### src/rtl/pq_shift_array.sv
// Sorted shift-register priority queue, min key at the head.
// Package, key comparator and queue array in one file.
//
// pq_shift_array ports:
//   clk    in   rising-edge clock
//   rst_n  in   async active-low reset
//   enq    in   insert kvi this cycle
//   kvi    in   key/value to insert (kv_t)
//   deq    in   remove head this cycle
//   kvo    out  head entry (min key), valid when !empty
//   full   out  count == DEPTH
//   empty  out  count == 0
//   count  out  entries held
//   ovf    out  1-cycle pulse: enq dropped (full, no deq)
//   udf    out  1-cycle pulse: deq ignored (empty)

package pq_pkg;
    localparam int KEY_WIDTH = 8;
    localparam int VAL_WIDTH = 8;

    typedef struct packed {
        logic [KEY_WIDTH-1:0] key;
        logic [VAL_WIDTH-1:0] val;
    } kv_t;
endpackage

module pq_key_compare
    import pq_pkg::*;
(
    input  kv_t  a,
    input  kv_t  b,
    output logic a_lt_b
);
    // Strict less-than keeps equal keys in arrival order.
    assign a_lt_b = a.key < b.key;
endmodule

module pq_shift_array
    import pq_pkg::*;
#(
    parameter int DEPTH = 16,
    localparam int CW = $clog2(DEPTH + 1)
) (
    input  logic          clk,
    input  logic          rst_n,
    input  logic          enq,
    input  kv_t           kvi,
    input  logic          deq,
    output kv_t           kvo,
    output logic          full,
    output logic          empty,
    output logic [CW-1:0] count,
    output logic          ovf,
    output logic          udf
);
    kv_t             cell_q [DEPTH];
    kv_t             cell_d [DEPTH];
    logic [DEPTH-1:0] vld_q;
    logic [DEPTH-1:0] vld_d;
    logic [CW-1:0]   count_q;
    logic [CW-1:0]   count_d;
    logic            ovf_q;
    logic            ovf_d;
    logic            udf_q;
    logic            udf_d;

    logic [DEPTH-1:0] cmp;
    // lt[DEPTH] is a sentinel so a full-array replace can land in the tail.
    logic [DEPTH:0]   lt;
    logic [DEPTH-1:0] ltp;
    kv_t              prv [DEPTH];
    kv_t              nxt [DEPTH];

    logic is_empty;
    logic is_full;
    logic do_enq;
    logic do_deq;
    logic do_rep;

    assign is_empty = (count_q == '0);
    assign is_full  = (count_q == CW'(DEPTH));

    assign lt[DEPTH] = 1'b1;

    for (genvar g = 0; g < DEPTH; g++) begin : g_cell
        pq_key_compare u_cmp (
            .a      (kvi),
            .b      (cell_q[g]),
            .a_lt_b (cmp[g])
        );

        assign lt[g] = !vld_q[g] | cmp[g];

        if (g == 0) begin : g_head
            assign prv[g] = '0;
            assign ltp[g] = 1'b0;
        end else begin : g_body
            assign prv[g] = cell_q[g-1];
            assign ltp[g] = lt[g-1];
        end

        // Shifting left pulls in zero past the last valid entry so that
        // invalid cells (and kvo when empty) always read as zero.
        if (g == DEPTH - 1) begin : g_tail
            assign nxt[g] = '0;
        end else begin : g_mid
            assign nxt[g] = vld_q[g+1] ? cell_q[g+1] : '0;
        end
    end

    // Enq+deq on an empty queue degenerates to a plain insert at cell 0.
    assign do_rep = enq & deq & !is_empty;
    assign do_enq = enq & ((!deq & !is_full) | (deq & is_empty));
    assign do_deq = deq & !enq & !is_empty;

    always_comb begin
        count_d = count_q;
        if (do_enq) begin
            count_d = count_q + CW'(1);
        end else if (do_deq) begin
            count_d = count_q - CW'(1);
        end
        ovf_d = enq & !deq & is_full;
        udf_d = deq & is_empty;
    end

    always_comb begin
        for (int i = 0; i < DEPTH; i++) begin
            cell_d[i] = cell_q[i];
            vld_d[i]  = (CW'(i) < count_d);
            unique case (1'b1)
                do_rep: begin
                    if (!lt[i+1]) begin
                        cell_d[i] = nxt[i];
                    end else if (!lt[i] || i == 0) begin
                        cell_d[i] = kvi;
                    end
                end
                do_enq: begin
                    if (lt[i]) begin
                        cell_d[i] = ltp[i] ? prv[i] : kvi;
                    end
                end
                do_deq: begin
                    cell_d[i] = nxt[i];
                end
                default: begin
                    cell_d[i] = cell_q[i];
                end
            endcase
        end
    end

    always_ff @(posedge clk or negedge rst_n) begin
        if (!rst_n) begin
            for (int i = 0; i < DEPTH; i++) begin
                cell_q[i] <= '0;
            end
            vld_q   <= '0;
            count_q <= '0;
            ovf_q   <= 1'b0;
            udf_q   <= 1'b0;
        end else begin
            for (int i = 0; i < DEPTH; i++) begin
                cell_q[i] <= cell_d[i];
            end
            vld_q   <= vld_d;
            count_q <= count_d;
            ovf_q   <= ovf_d;
            udf_q   <= udf_d;
        end
    end

    assign kvo   = cell_q[0];
    assign count = count_q;
    assign empty = is_empty;
    assign full  = is_full;
    assign ovf   = ovf_q;
    assign udf   = udf_q;
endmodule

### config.mk
export PLATFORM = sky130hd
export DESIGN_NAME = pq_shift_array
export DESIGN_NICKNAME = d
export VERILOG_FILES = /design/src/rtl/pq_shift_array.sv
export SDC_FILE = /design/constraint.sdc
export NUM_CORES = 1
export LEC_CHECK = 0
export CORE_ASPECT_RATIO = 0.5
export CORE_UTILIZATION = 31
export CTS_CLUSTER_SIZE = 16
export DETAILED_ROUTE_END_ITERATION = 8
export HOLD_SLACK_MARGIN = 0.15
export MAX_ROUTING_LAYER = met4
export PLACE_DENSITY = 0.5
export SYNTH_ARGS = -nofsm -noshare
export SYNTH_HDL_FRONTEND = slang
export SYNTH_HIERARCHICAL = 1
export SYNTH_SLANG_ARGS = --single-unit
### constraint.sdc
create_clock -name clk -period 4 [get_ports clk]
set_input_delay 0.6 -clock clk [delete_from_list [all_inputs] [get_ports clk]]
set_output_delay 0.6 -clock clk [all_outputs]
set_load 0.01 [all_outputs]
; ---- After elaboration in Yosys (flattened, before gate mapping)
; Cells that the tools add are included.
[totals]
elab_cells = 232
register_bits = 279
input_bits = 20
output_inout_bits = 25
[op_classes]
add_sub_neg = 2
order_cmp = 32
n_reduce_logical = 38
eq_ne = 18
bitwise_logic = 26
mux = 80
[op_table]
columns = cell, count
row1 = 16-bit 2-to-1 mux, 62
row2 = 16-bit one-hot mux with 3 select lines, 16
row3 = 8-bit less-than comparator, 16
row4 = 4-bit by 5-bit less-than comparator with 1-bit output (first input constant), 8
row5 = 2-bit inequality test (second input constant), 17
row6 = 2-bit AND reduction, 15
row7 = 1-bit zero test, 20
row8 = 3-bit by 5-bit less-than comparator with 1-bit output (first input constant), 4
row9 = 1-bit bitwise OR, 17
row10 = 1-bit by 5-bit less-than comparator with 1-bit output (first input constant), 2
row11 = 2-bit by 5-bit less-than comparator with 1-bit output (first input constant), 2
row12 = 5-bit 2-to-1 mux, 2
row13 = 1-bit AND, 9
row14 = 5-bit by 1-bit adder with 5-bit output (second input constant), 1
row15 = 5-bit equality test (second input constant), 1
row16 = 5-bit zero test, 1
row17 = 5-bit by 1-bit subtractor with 5-bit output (second input constant), 1
row18 = 3-bit AND reduction, 1
row19 = 3-bit nonzero test, 1

; ---- Longest topological paths before layout
[depth]
depth_word = 7
mapped_depth = 13
mapped_depth_nobuf = 10

; ---- Cells and area by module
; The synthesis kept the hierarchy.
[modules_own_cells]
columns = module, seq_area_each_um2, area_each_um2, cells_per_inst, instances
row1 = pq_shift_array, 6956.7, 18811.8, 2323, 1
row2 = pq_key_compare, 0.0, 176.4, 25, 16

; ---- Worst setup path before layout
; OpenSTA, ideal clock, no wires.
[synth_timing]
path_kind = input port to flip-flop
startpoint = in kvi[10] (netlist bit)
endpoint = reg cell_q[58] (netlist bit)
cell_stages = 11
t_arrival_ps = 3050
required_ps = 3868
setup_time_ps = 132
slack_ps = 819
path_buffers = 3
cell_sequence = ha_1 -> a211oi_2 -> o21ai_1 -> a41oi_1 -> nand2b_1 -> clkbuf_1 -> buf_1 -> clkbuf_1 -> nand3_1 -> a221oi_1 -> a21oi_1
[synth_between]
elab_chain_len = 5
word_cells_on_any_way = 13
cone_classes = order compare (3) / eq/ne (1) / mux (5) / bitwise (3) / reduce/logical (1)
[synth_lines]
columns = element, line
row1 = start: declaration, 47  ; input kv_t kvi,
row2 = 8-bit less-than comparator (*), 35  ; assign a_lt_b = a.key < b.key;
row3 = named net cmp[12], 67  ; logic [DEPTH-1:0] cmp;
row4 = 1-bit bitwise OR (*), 92  ; assign lt[g] = !vld_q[g] | cmp[g];
row5 = 16-bit 2-to-1 mux, --
row6 = 16-bit 2-to-1 mux, 133  ; if (!lt[i+1]) begin
row7 = 16-bit one-hot mux with 3 select lines, 131  ; unique case (1'b1)
row8 = end signal: indexed assignment, 165  ; cell_q[i] <= cell_d[i];
row9 = end: declaration, 56  ; kv_t cell_q [DEPTH];
; Mark *: on every way through the listed nets, which the timed path passes. The rest lies on a longest branch. The select of a mux whose other input is x is not followed.
; A chain may end at the register's enable or synchronous reset.

; ---- Final worst setup path
[layout_timing]
startpoint = reg count_q[1], in the netlist count[1]
endpoint = reg cell_q[101] (netlist bit)
[layout_between]
elab_chain_len = 7
word_cells_on_any_way = 14
cone_classes = eq/ne (2) / mux (1) / bitwise (6) / reduce/logical (5)
[layout_lines]
columns = element, line
row1 = start: declaration, 60  ; logic [CW-1:0] count_q;
row2 = start signal: assignment, 168  ; count_q <= count_d;
row3 = 5-bit equality test, 81  ; assign is_full = (count_q == CW'(DEPTH));
row4 = 1-bit zero test, 113  ; assign do_enq = enq & ((!deq & !is_full) | (deq & is_empty));
row5 = 1-bit AND, 113
row6 = 1-bit bitwise OR, 113
row7 = 1-bit AND, 113
row8 = 2-bit inequality test (no source line) or 3-bit nonzero test (tied branches), --
row9 = 2-bit AND reduction (no source line), --
; Parallel ways exist; a longest one is shown, timed or not.

==> metrics.txt <==
status=finished, violations left; failing checks=DRC; Hold Vio Cnt, Final=0; HP Class=flip-flop to flip-flop; root buffer cell=clkbuf_16; Max Cap Violations=0; die width=between 300 and 400 um; synthesized cell area=21,600 um2; worst path required time=roughly 4.5 ns; vias in the first global route=20,600; WS Path Type=flip-flop to flip-flop; design area=between 20,000 and 25,000 um2; Synth area leaders=dfrtp_1, nor2_1, nand2_1, ha_1, a21oi_1; dpl hpwl=56,300 um; Worst Setup End Kind=flip-flop; Boundary Pins=45; worst hold slack=about 0.52 ns; Area growth, synth to finish=14.6%; Slowest-stage cell, CP=nor2_2; Syn. warnings=6; H-tree Lvls=2; Pwr Density=around 900 nW/um2; Crit path buffers/inverters=3; Startpoint Class=flip-flop; Pre-antenna DRT Iters=9; first-pass GRT wire length=approximately 130,000 um; CTS tree=built; routing usage on met2=37.1%; DR WL/cell=around 22 um; Initial Util=31.4%; gpl congestion=just under 0.9; Main synth FF type=dfrtp_1; Post-route DRC=2; period utilization=84.8%; initial antenna violation count=0; pin count of the biggest net entering global routing=slightly below 90; Yosys top cell area share=between 30% and 40%; fill count=about 7,100; Die H=between 150 and 200 um; I/O Buffers=44; met1 GRT Util=31.6%; hold-fix buffers at CTS=1; met3 usage=around 2.5%; nets=approximately 2,800; CP cell instances=inv_1 > ha_1 > or4b_1 > clkinv_8 > nor2_2 > buf_4 > o21a_1 > nand2_1 > a41oi_1; Post-CTS Setup Inserts=0; Final min period=about 3.4 ns; standard-cell rows=68; Setup TNS Final=0 ns; Post-Place Cell Area=23,600 um2; CTS Buf Count=35; Core ar.=69,000 um2; gr busiest metal=met2; most frequent cells in the layout=nor2_1, nand2_1, dfrtp_1; Peak VDD IR=0.000301 V; Synth async-reset ratio=100%; # diodes=0; Clock Latency Late Sink=roughly 0.57 ns; FMAX=around 0.29 GHz; Final ANT Viol Nets=0; most common cell after layout, fill and taps aside=nor2_1; clock-pin slew on the worst setup and hold paths=~0.060 ns; Synth cell types=63; Syn Inst Count=approximately 2,700; GR Overflow Total=0; max-slew violation count=0; Avg Synthesized Cell Area=7.95 um2; share of layout cells above drive strength 1=about 14%; # resized after CTS=0; Clock Path Buffers=3; vias=slightly above 20,000; RSZ-0062 raised after global routing=false; sequential fraction of the synthesis area=between 30% and 40%; Leak=about 11 nW; leading area contributor after synthesis=dfrtp_1; slowest stage delay, CP=0.73 ns; clk_skew=0.0145 ns; Slew HR=between 20 and 30%; Die ar.=70,900 um2; WP data arrival=about 3.9 ns; Seq cells post-synth=278; initial DRC count=1,990; all-layer global routing usage=between 20% and 30%; Post-Synthesis Net Count=about 2,900; CP top delay family=simple AND/OR/NAND/NOR gates; EDFF count, synth=0; Via density=5.65; final setup vio count=0; slew of the pin with the lowest slew margin=between 1 and 1.5 ns; Sink Count=278; final design utilization=35.9%; DRT Wirelength=81,000 um; Worst Path Max Fanout=25
-- metrics by stage --
step | std cells | setup slack [ns] | power (mW)
finish | 3680 | 0.607 | 22.3
global route | 3680 | 0.374 | 24.0
CTS | 3680 | 0.635 | 22.2
detailed placement | 3617 | 0.176 | 18.6
global placement | 3617 | 0.182 | 18.5
floorplan | 2723 | 0.819 | 14.4
-- synthesized netlist by cell type, types with 62 or more instances --
library cell and number:
inv_1 125, nor2_1 413, a221oi_1 81, ha_1 114, nand2_1 385, dfrtp_1 278
o21ai_0 62, clkbuf_1 136, a31oi_1 62, nand3_1 66, a21oi_1 233, mux2i_1 63
mux2_2 101
-- cells by family (layout without fill, tap and decap cells) --
family	after synthesis	in the layout	share of synthesized area, %
compound gates	750	750	24.7
mux	164	164	8.17
simple gates	1040	1040	20.5
fa+ha+maj	114	114	6.59
flops	278	278	32.2
buf+inv	377	389	7.87
-- worst register-to-register path: stages, from the launching register on --
cell and delay [ns]:
dfrtp_1 0.47, inv_1 0.09, ha_1 0.24, or4b_1 0.32, clkinv_8 0.18, nor2_2 0.73
buf_4 0.36, o21a_1 0.53, nand2_1 0.14, a41oi_1 0.25
-- state kept, by name, summed over array words and instances (netlist names) --
register / count
cell_q: 240
count: 5
kvo: 16
ovf: 1
udf: 1
vld_q: 15
-- metal layers --
metal	vias up	part of all wire, %
li1	9770	-
met1	10300	47
met3	110	5.2
met2	646	46
met4	0	1.8
met5	-	0
-- final cells by class --
cell class                      instances  area (um2)  area share, %
Clock buffer                           54        1070           4.32
Timing Repair Buffer                  201        1910           7.71
Clock inverter                          8         140          0.565
Sequential cell                       278        6960           28.1
Multi-Input combinational cell       2068       13000           52.6
Inverter                              126         485           1.96
Tap cell                              945        1180           4.77
-- power breakdown --
| part | total, mW | internal, mW | switching, mW |
|---|---|---|---|
| combinational | 12.8 | 5.47 | 7.29 |
| sequential | 6.00 | 4.26 | 1.74 |
| clock | 3.51 | 2.10 | 1.41 |
-- worst paths after layout --
| path | start | to | slack, ns | cells past startpoint |
|---|---|---|---|---|
| setup reg to reg | count[1]$_DFF_PN0_ | cell_q[101]$_DFFE_PN0P_ | 0.61 | 9 |
| min in group asynchronous | rst_n | cell_q[172]$_DFFE_PN0P_ | 0.70 | 2 |
| hold / removal | cell_q[1]$_DFFE_PN0P_ | cell_q[1]$_DFFE_PN0P_ | 0.52 | 2 |
| hold reg to reg | cell_q[1]$_DFFE_PN0P_ | cell_q[1]$_DFFE_PN0P_ | 0.52 | 2 |
| setup / recovery | count[1]$_DFF_PN0_ | cell_q[101]$_DFFE_PN0P_ | 0.61 | 9 |
| max in group asynchronous | rst_n | cell_q[86]$_DFFE_PN0P_ | 2.29 | 3 |
(Power assumes the default switching activity.)
